===== config.mk =====
export PLATFORM = sky130hd
export DESIGN_NAME = axi_lite_slave_regs
export DESIGN_NICKNAME = d
export VERILOG_FILES = /design/src/rtl/axi_lite_pkg.sv /design/src/rtl/axi_lite_regfile.sv /design/src/rtl/axi_lite_slave_regs.sv
export SDC_FILE = /design/constraint.sdc
export NUM_CORES = 1
export LEC_CHECK = 0
export CAP_MARGIN = 20
export CORE_ASPECT_RATIO = 1.2
export CORE_MARGIN = 2
export CORE_UTILIZATION = 56
export DETAILED_ROUTE_END_ITERATION = 8
export HOLD_SLACK_MARGIN = 0.12
export PLACE_DENSITY = 0.89
export SLEW_MARGIN = 20
export SYNTH_ARGS = -nofsm -noshare
export SYNTH_HDL_FRONTEND = slang
export SYNTH_HIERARCHICAL = 1
export SYNTH_SLANG_ARGS = --single-unit
export TNS_END_PERCENT = 100

===== constraint.sdc =====
create_clock -name ACLK -period 7.3 [get_ports ACLK]
set_input_delay 0.73 -clock ACLK [delete_from_list [all_inputs] [get_ports ACLK]]
set_output_delay 0.73 -clock ACLK [all_outputs]
set_load 0.01 [all_outputs]

===== src/rtl/axi_lite_pkg.sv =====
// Shared AXI4-Lite definitions: bus widths, response codes, channel state
// encoding and the byte-strobe merge used by register storage.
package axi_lite_pkg;

    localparam int DATA_W = 32;
    localparam int STRB_W = DATA_W / 8;

    localparam logic [1:0] RESP_OKAY   = 2'b00;
    localparam logic [1:0] RESP_SLVERR = 2'b10;

    // Channel phase encoding, kept identical on the axi_master side.
    typedef enum logic [1:0] {
        CH_IDLE = 2'b00,
        CH_ADDR = 2'b01,
        CH_DATA = 2'b10,
        CH_RESP = 2'b11
    } ch_state_e;

    function automatic logic [DATA_W-1:0] apply_strb(
        input logic [DATA_W-1:0] old_word,
        input logic [DATA_W-1:0] new_word,
        input logic [STRB_W-1:0] strb
    );
        logic [DATA_W-1:0] merged;
        merged = old_word;
        for (int b = 0; b < STRB_W; b++) begin
            if (strb[b]) merged[8*b +: 8] = new_word[8*b +: 8];
        end
        return merged;
    endfunction

endpackage


===== src/rtl/axi_lite_regfile.sv =====
// Bank of 32-bit software registers: one strobed write port, one
// combinational read port and a flat export of every register.
module axi_lite_regfile
    import axi_lite_pkg::*;
#(
    parameter int NUM_REGS = 8,
    parameter int IDX_W    = $clog2(NUM_REGS)
) (
    input  logic                       ACLK,
    input  logic                       ARESET,
    input  logic                       we_i,
    input  logic [IDX_W-1:0]           wr_idx_i,
    input  logic [DATA_W-1:0]          wr_data_i,
    input  logic [STRB_W-1:0]          wr_strb_i,
    input  logic [IDX_W-1:0]           rd_idx_i,
    output logic [DATA_W-1:0]          rd_data_o,
    output logic [DATA_W*NUM_REGS-1:0] regs_flat_o
);

    logic [DATA_W-1:0] regs_q [NUM_REGS];
    logic [DATA_W-1:0] regs_d [NUM_REGS];

    always_comb begin
        regs_d = regs_q;
        if (we_i) regs_d[wr_idx_i] = apply_strb(regs_q[wr_idx_i], wr_data_i, wr_strb_i);
    end

    // NOTE: this array is flops, not RAM; every entry must clear with reset
    // because software expects all registers to read 0 after reset.
    always_ff @(posedge ACLK or negedge ARESET) begin
        if (!ARESET) begin
            for (int k = 0; k < NUM_REGS; k++) regs_q[k] <= '0;
        end else begin
            regs_q <= regs_d;
        end
    end

    assign rd_data_o = regs_q[rd_idx_i];

    for (genvar k = 0; k < NUM_REGS; k++) begin : g_flat
        assign regs_flat_o[DATA_W*k +: DATA_W] = regs_q[k];
    end

endmodule


===== src/rtl/axi_lite_slave_regs.sv =====
// AXI4-Lite responder: independent AW/W capture, one outstanding write,
// single-beat reads, all mapped onto axi_lite_regfile.
module axi_lite_slave_regs
    import axi_lite_pkg::*;
#(
    parameter int NUM_REGS = 8,
    parameter int ADDR_W   = 32
) (
    input  logic                       ACLK,
    input  logic                       ARESET,
    input  logic                       AWVALID,
    output logic                       AWREADY,
    input  logic [ADDR_W-1:0]          AWADDR,
    input  logic                       WVALID,
    output logic                       WREADY,
    input  logic [DATA_W-1:0]          WDATA,
    input  logic [STRB_W-1:0]          WSTRB,
    output logic                       BVALID,
    input  logic                       BREADY,
    output logic [1:0]                 BRESP,
    input  logic                       ARVALID,
    output logic                       ARREADY,
    input  logic [ADDR_W-1:0]          ARADDR,
    output logic                       RVALID,
    input  logic                       RREADY,
    output logic [DATA_W-1:0]          RDATA,
    output logic [1:0]                 RRESP,
    output logic [DATA_W*NUM_REGS-1:0] regs_flat
);

    localparam int IDX_W = $clog2(NUM_REGS);

    logic              aw_full_q, aw_full_d;
    logic              w_full_q,  w_full_d;
    logic [ADDR_W-1:0] aw_addr_q, aw_addr_d;
    logic [DATA_W-1:0] w_data_q,  w_data_d;
    logic [STRB_W-1:0] w_strb_q,  w_strb_d;
    logic              bvalid_q,  bvalid_d;
    logic [1:0]        bresp_q,   bresp_d;
    logic              rvalid_q,  rvalid_d;
    logic [DATA_W-1:0] rdata_q,   rdata_d;
    logic [1:0]        rresp_q,   rresp_d;

    logic              aw_hs, w_hs, ar_hs, commit;
    logic              aw_in_range, ar_in_range;
    logic [DATA_W-1:0] rd_data;
    logic              unused_addr_bits;

    assign AWREADY = ARESET & ~aw_full_q & ~bvalid_q;
    assign WREADY  = ARESET & ~w_full_q & ~bvalid_q;
    assign ARREADY = ARESET & ~rvalid_q;

    assign aw_hs  = AWVALID & AWREADY;
    assign w_hs   = WVALID & WREADY;
    assign ar_hs  = ARVALID & ARREADY;
    assign commit = aw_full_q & w_full_q & ~bvalid_q;

    assign aw_in_range = (aw_addr_q[ADDR_W-1:IDX_W+2] == '0);
    assign ar_in_range = (ARADDR[ADDR_W-1:IDX_W+2] == '0);

    // Byte offset within a word carries no meaning for word registers.
    assign unused_addr_bits = ^{aw_addr_q[1:0], ARADDR[1:0]};

    axi_lite_regfile #(
        .NUM_REGS (NUM_REGS),
        .IDX_W    (IDX_W)
    ) u_regfile (
        .ACLK        (ACLK),
        .ARESET      (ARESET),
        .we_i        (commit & aw_in_range),
        .wr_idx_i    (aw_addr_q[IDX_W+1:2]),
        .wr_data_i   (w_data_q),
        .wr_strb_i   (w_strb_q),
        .rd_idx_i    (ARADDR[IDX_W+1:2]),
        .rd_data_o   (rd_data),
        .regs_flat_o (regs_flat)
    );

    // NOTE: every next-state value gets a hold default before any branch, so
    // no path leaves a variable unassigned and no latch is inferred.
    always_comb begin
        aw_full_d = aw_full_q;
        w_full_d  = w_full_q;
        aw_addr_d = aw_addr_q;
        w_data_d  = w_data_q;
        w_strb_d  = w_strb_q;
        bvalid_d  = bvalid_q;
        bresp_d   = bresp_q;
        rvalid_d  = rvalid_q;
        rdata_d   = rdata_q;
        rresp_d   = rresp_q;

        if (aw_hs) begin
            aw_full_d = 1'b1;
            aw_addr_d = AWADDR;
        end
        if (w_hs) begin
            w_full_d = 1'b1;
            w_data_d = WDATA;
            w_strb_d = WSTRB;
        end

        if (commit) begin
            aw_full_d = 1'b0;
            w_full_d  = 1'b0;
            bvalid_d  = 1'b1;
            bresp_d   = aw_in_range ? RESP_OKAY : RESP_SLVERR;
        end else if (bvalid_q && BREADY) begin
            bvalid_d = 1'b0;
        end

        // The read mux sees pre-commit state, so a same-edge read gets the old value.
        if (ar_hs) begin
            rvalid_d = 1'b1;
            rdata_d  = ar_in_range ? rd_data : '0;
            rresp_d  = ar_in_range ? RESP_OKAY : RESP_SLVERR;
        end else if (rvalid_q && RREADY) begin
            rvalid_d = 1'b0;
        end
    end

    // NOTE: state registers use non-blocking assignments only, so every flop
    // samples the pre-edge value of every other flop.
    always_ff @(posedge ACLK or negedge ARESET) begin
        if (!ARESET) begin
            aw_full_q <= 1'b0;
            w_full_q  <= 1'b0;
            aw_addr_q <= '0;
            w_data_q  <= '0;
            w_strb_q  <= '0;
            bvalid_q  <= 1'b0;
            bresp_q   <= RESP_OKAY;
            rvalid_q  <= 1'b0;
            rdata_q   <= '0;
            rresp_q   <= RESP_OKAY;
        end else begin
            aw_full_q <= aw_full_d;
            w_full_q  <= w_full_d;
            aw_addr_q <= aw_addr_d;
            w_data_q  <= w_data_d;
            w_strb_q  <= w_strb_d;
            bvalid_q  <= bvalid_d;
            bresp_q   <= bresp_d;
            rvalid_q  <= rvalid_d;
            rdata_q   <= rdata_d;
            rresp_q   <= rresp_d;
        end
    end

    assign BVALID = bvalid_q;
    assign BRESP  = bresp_q;
    assign RVALID = rvalid_q;
    assign RDATA  = rdata_q;
    assign RRESP  = rresp_q;

endmodule


==> summary.md, run 1 <==
| Metric | Value |
|---|---|
| Critical Path AT | 4.23 ns |
| Slew @ Worst Pin | 1.09 ns |
| Result of the run | completed |
| Crit-path leading delay family | simple AND/OR/NAND/NOR gates |
| Number of synthesized register bits | 360 |
| Final core utilization | 72.3% |
| Nets | 1908 |
| Peak VDD IR | 274 uV |
| Slew Limit Fails | 0 |
| Max-slew headroom | 27.5% |
| Pleak | 0.00997 uW |
| Fraction of layout cells with a size suffix above 1 | 15.3% |
| CTS hold repair buffers | 0 |
| Port Buf Inserts | 397 |
| TritonCTS clock tree | done |
| DRC viols | 0 |
| Gr usage total | 34.9% |
| Vias | 15300 |
| Most frequent cells in the layout | clkdlybuf4s50_1 (393), dfrtp_1 (357), o21ai_0 (258), mux2i_1 (256), mux4_2 (78) |
| Cells after synthesis | 1463 |
| Worst setup SP type | flip-flop |
| Gate power share | 19.9% |
| Hold crit path type | primary input to asynchronous set/reset pin |
| CP max stage cell | and4b_2 |
| # resized after CTS | 0 |
| Fmax | 264 MHz |
| Sequential share of the synthesized area | 45.5% |
| Internal Power | 3980 uW |
| Root Driver | clkbuf_16 |
| First-pass GRT wire length | 97.8 mm |
| Total CTS buffers | 39 |
| Met3 Use GR | 7.47% |
| Crit path from | aw_addr_q[7]$_DFFE_PN0P_ |
| Detailed Place HPWL | 40.7 mm |
| Power Density | 225 mW/mm^2 |
| Clock Tree Buf Depth | 3 |
| Clk sinks | 360 |
| Core Region | 0.0349 sq mm |
| ANT cells | 0 |
| Average size of a mapped cell | 13.5 sq um |
| RSZ-0062 raised after global routing | no |
| Synth warn | 6 |
| Drt via density | 6.67 |
| RR Startpoint | aw_addr_q[7]$_DFFE_PN0P_ |
| Initial core utilization | 56.8% |
| Vias in the first global route | 16100 |
| Sw frac | 30.0% |
| Io pins | 404 |
| Top Usage Layer GRT | met2 |
| Final Instance Count excl. Fillers | 2292 |
| M1 GR Usage | 45.0% |
| Clock power frac | 36.1% |
| Most common cell after layout, fill and taps aside | clkdlybuf4s50_1 |
| PnR Total Power | 5680 uW |
| CP Capture Type | flip-flop |
| Grt met2 use | 56.9% |
| Final hold vios | 0 |
| Max incr delay on CP | 0.97 ns |
| H-tree depth | 2 |
| Pre-antenna DRT Iters | 5 |
| Worst hold slack | 0.173 ns |
| Crit-path max FO | 24 |
| CP cell instances | nor4_1 > nand4_1 > nor4_1 > buf_4 > and4b_2 > buf_4 > nand2b_1 > o21ai_0 |
| Largest net degree at the start of global routing | 154 |
| Psw | 1700 uW |
| Synth-to-layout area growth | 27.5% |
| Final Cycle Share | 51.9% |
| Fillers | 2261 |
| Placed cells | 2222 |
| Max Cap Viol | 0 |
| Bufs and invs on worst path | 2 |
| Min Tclk post-route | 3.79 ns |
| Cell Rows | 75 |
| Worst setup path class | flip-flop to flip-flop |
| Full die area | 0.0369 sq mm |
| Multi-input gate area | 0.0100 sq mm |
| Post-Syn Area | 0.0198 sq mm |
| CTS clk-pin slew, worst paths | 0.06 ns |
| Worst-Skew Late Latency | 0.53 ns |
| Register area | 0.00902 sq mm |
| Final setup fails | 0 |
| Gpl congestion | 0.866 |
| Die width | 176 um |
| Die height | 210 um |
| Gr ovfl total | 0 |
| Routed Antenna Nets | 0 |
| Count of cell types in the netlist | 38 |
| Initial DRC count | 1792 |
| Part of the power in registers | 44.0% |
| Initial antenna violation count | 0 |
| WL per Instance | 28.0 um |
| CP required | 7.73 ns |
| Total Neg Setup Slack | 0 ns |
| Final WL | 64.2 mm |
| Max Clock Skew | 0.0137 ns |
| Post-CTS Setup Repair Bufs | 0 |
layer usage:
layer  routed length, um  share of wire, %  up-vias
li1                    -                 -     6243
met1               23800                37     7808
met5                   0                 0        -
met4                3010               4.7        0
met2               31500                49     1026
met3                5920               9.2      208
flip-flops by register name, indices dropped and copies added, names as in the netlist:
signal and count:
u_regfile/regs_flat_o 256, w_full_q 1, RDATA 32, w_data_q 32, aw_addr_q 30, BRESP 1, RVALID 1, RRESP 1
BVALID 1, aw_full_q 1, w_strb_q 4
through the flow:
stage	setup WS (ns)	area, sq um
finish	3.51	25300
global route	3.37	25300
CTS	3.53	25200
detailed placement	3.57	23900
global placement	3.64	23900
floorplan	4.79	19800
power by group through the flow:
| stage | sequential (uW) | combinational [uW] | clock, uW |
|---|---|---|---|
| 3_3_place_gp | 2510 | 1070 | 0 |
| 6_report | 2500 | 1130 | 2050 |
| 3_5_place_dp | 2530 | 1110 | 0 |
| 5_1_grt | 2530 | 1190 | 2150 |
| 4_1_cts | 2500 | 1120 | 2070 |
| 2_1_floorplan | 2300 | 1010 | 0 |
cell usage after synthesis:
cell,count,share of area [%]
buf_1,1,0.019
inv_1,34,0.64
conb_1,1,0.019
nor3_1,1,0.025
and3b_1,1,0.044
nor2b_1,1,0.032
o22a_1,1,0.044
o31ai_1,7,0.27
clkbuf_1,58,1.1
or2_2,4,0.13
mux2_2,40,2.3
mux4_2,78,8.9
nor2_1,2,0.038
or3_1,1,0.032
mux4_1,50,6.6
mux2i_1,256,13
nor4bb_1,3,0.15
nand2_1,33,0.63
nand3b_1,2,0.076
o21ai_0,258,6.5
buf_6,15,0.85
nand4_2,1,0.063
nor3b_2,1,0.063
o21a_1,2,0.076
dfrtp_1,360,45
nor4b_1,1,0.044
o31ai_2,25,1.6
nand4_1,3,0.095
nor3b_1,1,0.038
buf_2,21,0.53
mux2_1,58,3.3
and4b_1,3,0.15
nand2b_1,30,0.95
nor4_1,13,0.41
and2_1,32,1.0
buf_4,32,1.2
o41a_1,1,0.057
mux2i_4,32,3.6
final cells by class:
class	instances	area share, %
timing repair buffer	423	16.5
sequential	360	35.7
multi-input combinational	943	39.7
clock inverter	6	0.426
clock buffer	64	4.84
inverter	34	0.505
tap	462	2.29
path summary, 6_finish.rpt:
check                                                    endpoint  cells after the start  slack [ns]
max                        u_regfile/regs_flat_o[213]$_DFFE_PN0P_                      8        3.51
min                        u_regfile/regs_flat_o[249]$_DFFE_PN0P_                      1        0.17
max reg2reg                u_regfile/regs_flat_o[213]$_DFFE_PN0P_                      8        3.51
min reg2reg                               w_data_q[3]$_DFFE_PN0P_                      1        0.48
max in group asynchronous                aw_addr_q[2]$_DFFE_PN0P_                      3        4.89
min in group ACLK                         w_data_q[3]$_DFFE_PN0P_                      1        0.48
cells by family (layout without fill, tap and decap cells):
group           count (synthesis)  in the layout  synth area share, %
mux                           514            514                 37.6
flops                         360            360                 45.5
compound gates                294            294                 8.54
buf+inv                       161            527                 4.36
simple gates                  133            133                 3.97
other cells                     1              2               0.0189
Power figures use the tool's default switching activity.
==> inputs of run 2 (changes only) <==
--- a/config.mk
+++ b/config.mk
@@ -8,10 +8,10 @@
 export CAP_MARGIN = 20
 export CORE_ASPECT_RATIO = 1.2
 export CORE_MARGIN = 2
-export CORE_UTILIZATION = 56
+export CORE_UTILIZATION = 47
 export DETAILED_ROUTE_END_ITERATION = 8
 export HOLD_SLACK_MARGIN = 0.12
-export PLACE_DENSITY = 0.89
+export PLACE_DENSITY = 0.8
 export SLEW_MARGIN = 20
 export SYNTH_ARGS = -nofsm -noshare
 export SYNTH_HDL_FRONTEND = slang
==> constraint.sdc (replaced) <==
create_clock -name ACLK -period 3.35 [get_ports ACLK]
set_input_delay 0.335 -clock ACLK [delete_from_list [all_inputs] [get_ports ACLK]]
set_output_delay 0.335 -clock ACLK [all_outputs]
set_load 0.01 [all_outputs]
==> summary.md, run 2 (synthesized netlist as in run 1, its figures left out) <==
| Metric | Value |
|---|---|
| Result of the run | completed |
| Total Neg Setup Slack | 0 ns |
| Most frequent cells in the layout | clkdlybuf4s50_1 (393), dfrtp_1 (357), o21ai_0 (258), mux2i_1 (256), mux4_2 (78) |
| Die width | 191 um |
| Cell Rows | 82 |
| Synth-to-layout area growth | 29.9% |
| Root Driver | clkbuf_16 |
| Post-CTS Setup Repair Bufs | 0 |
| CTS hold repair buffers | 1 |
| CP Capture Type | flip-flop |
| Crit path top cell by count | nor4_1 |
| # resized after CTS | 0 |
| Crit-path leading delay family | simple AND/OR/NAND/NOR gates |
| Psw | 3760 uW |
| Critical Path AT | 3.64 ns |
| TritonCTS clock tree | done |
| Number of flip-flops in the largest register | 256 |
| Worst setup SP type | flip-flop |
| Gpl congestion | 0.863 |
| CP required | 3.79 ns |
| DRC viols | 0 |
| Max-slew headroom | 37.1% |
| Bufs and invs on worst path | 2 |
| Clock power frac | 37.8% |
| Clock Tree Buf Depth | 3 |
| Drt via density | 6.28 |
| Min Tclk post-route | 3.20 ns |
| Final WL | 65.2 mm |
| Io pins | 404 |
| Slew @ Worst Pin | 0.941 ns |
| Detailed Place HPWL | 43.5 mm |
| Initial core utilization | 47.6% |
| Crit-path max FO | 22 |
| Port Buf Inserts | 397 |
| Die height | 229 um |
| Vias | 15000 |
| Part of the power in registers | 42.5% |
| Clk sinks | 360 |
| Peak VDD IR | 540 uV |
| Final Instance Count excl. Fillers | 2391 |
| Largest net degree at the start of global routing | 169 |
| CTS clk-pin slew, worst paths | 0.06 ns |
| Power Density | 495 mW/mm^2 |
| Fmax | 313 MHz |
| First-pass GRT wire length | 98.2 mm |
| Pre-antenna DRT Iters | 5 |
| Initial DRC count | 1296 |
| RSZ-0062 raised after global routing | no |
| Routed Antenna Nets | 0 |
| Max incr delay on CP | 0.45 ns |
| Initial antenna violation count | 1 |
| Fillers | 3210 |
| CP cell instances | nor4_1 > nand4_1 > nor4_1 > buf_4 > and4b_2 > buf_12 > nand2b_1 > o21ai_0 |
| Total CTS buffers | 40 |
| Full die area | 0.0438 sq mm |
| CP max stage cell | nor4_1 |
| Hold crit path type | primary input to asynchronous set/reset pin |
| Slew Limit Fails | 0 |
| Gate power share | 19.8% |
| Nets | 1922 |
| Sw frac | 29.6% |
| Most common cell after layout, fill and taps aside | clkdlybuf4s50_1 |
| Worst hold slack | 0.250 ns |
| Worst setup path class | flip-flop to flip-flop |
| WL per Instance | 27.3 um |
| Worst-Skew Late Latency | 0.54 ns |
| Internal Power | 8970 uW |
| H-tree depth | 2 |
| Max Cap Viol | 0 |
| Pleak | 0.0101 uW |
| Final hold vios | 0 |
| Final Cycle Share | 95.4% |
| Gr usage total | 29.7% |
| Fraction of layout cells with a size suffix above 1 | 16.4% |
| Gr ovfl total | 0 |
| Max Clock Skew | 0.0167 ns |
| Core Region | 0.0417 sq mm |
| Placed cells | 2318 |
| Final setup fails | 0 |
| Vias in the first global route | 15600 |
-- run 2: cell count changes in the layout (fill, tap and decap cells not counted), moves of 2 or more --
cell and delta:
bufinv_16 +4, clkbuf_1 -9, clkinv_2 +6, buf_12 +14, buf_4 -2
-- run 2: cell type report --
cell class,count,area (sq um),share of cell area (%)
multi-input cells,943,10000,38.9
inverters,34,128,0.496
flip-flops and latches,360,9020,35.0
repair buffers,436,4450,17.3
well taps,546,683,2.65
clock inverters,17,267,1.04
diodes,1,2.50,0.00972
clock buffers,54,1170,4.56
-- run 2: worst paths after layout --
check | start | end | slack, ns | cells after the start
max | aw_addr_q[7]$_DFFE_PN0P_ | u_regfile/regs_flat_o[183]$_DFFE_PN0P_ | 0.15 | 8
min | ARESET | u_regfile/regs_flat_o[244]$_DFFE_PN0P_ | 0.25 | 2
max reg2reg | aw_addr_q[7]$_DFFE_PN0P_ | u_regfile/regs_flat_o[183]$_DFFE_PN0P_ | 0.15 | 8
min reg2reg | w_data_q[22]$_DFFE_PN0P_ | w_data_q[22]$_DFFE_PN0P_ | 0.48 | 1
max in group asynchronous | ARESET | u_regfile/regs_flat_o[76]$_DFFE_PN0P_ | 1.42 | 4
min in group ACLK | BREADY | BVALID$_DFFE_PN0P_ | 0.36 | 2
-- run 2: metrics by stage --
step           worst slack (ns)  total power (uW)  util [%]  area (sq um)
6_report                  0.155             12700      61.8         25700
2_1_floorplan             0.845              7220         -         19800
3_5_place_dp              0.246              7970      58.3         24300
3_3_place_gp              0.276              7880      58.3         24300
4_1_cts                   0.219             12800      61.8         25700
5_1_grt                  0.0533             13200      61.8         25700
-- run 2: power by group through the flow --
stage	Combinational [uW]	Sequential, uW	Clock, uW
CTS	2510	5410	4880
finish	2520	5410	4810
detailed placement	2490	5480	0
floorplan	2200	5010	0
global route	2660	5470	5060
global placement	2430	5440	0
-- run 2: layer usage --
layer	track usage, %	up-vias	share of wire [%]
met4	13.3	0	4.7
met5	0	-	0
met3	6.25	185	8.2
met1	37.6	7766	38
met2	48.8	799	49
li1	-	6267	-
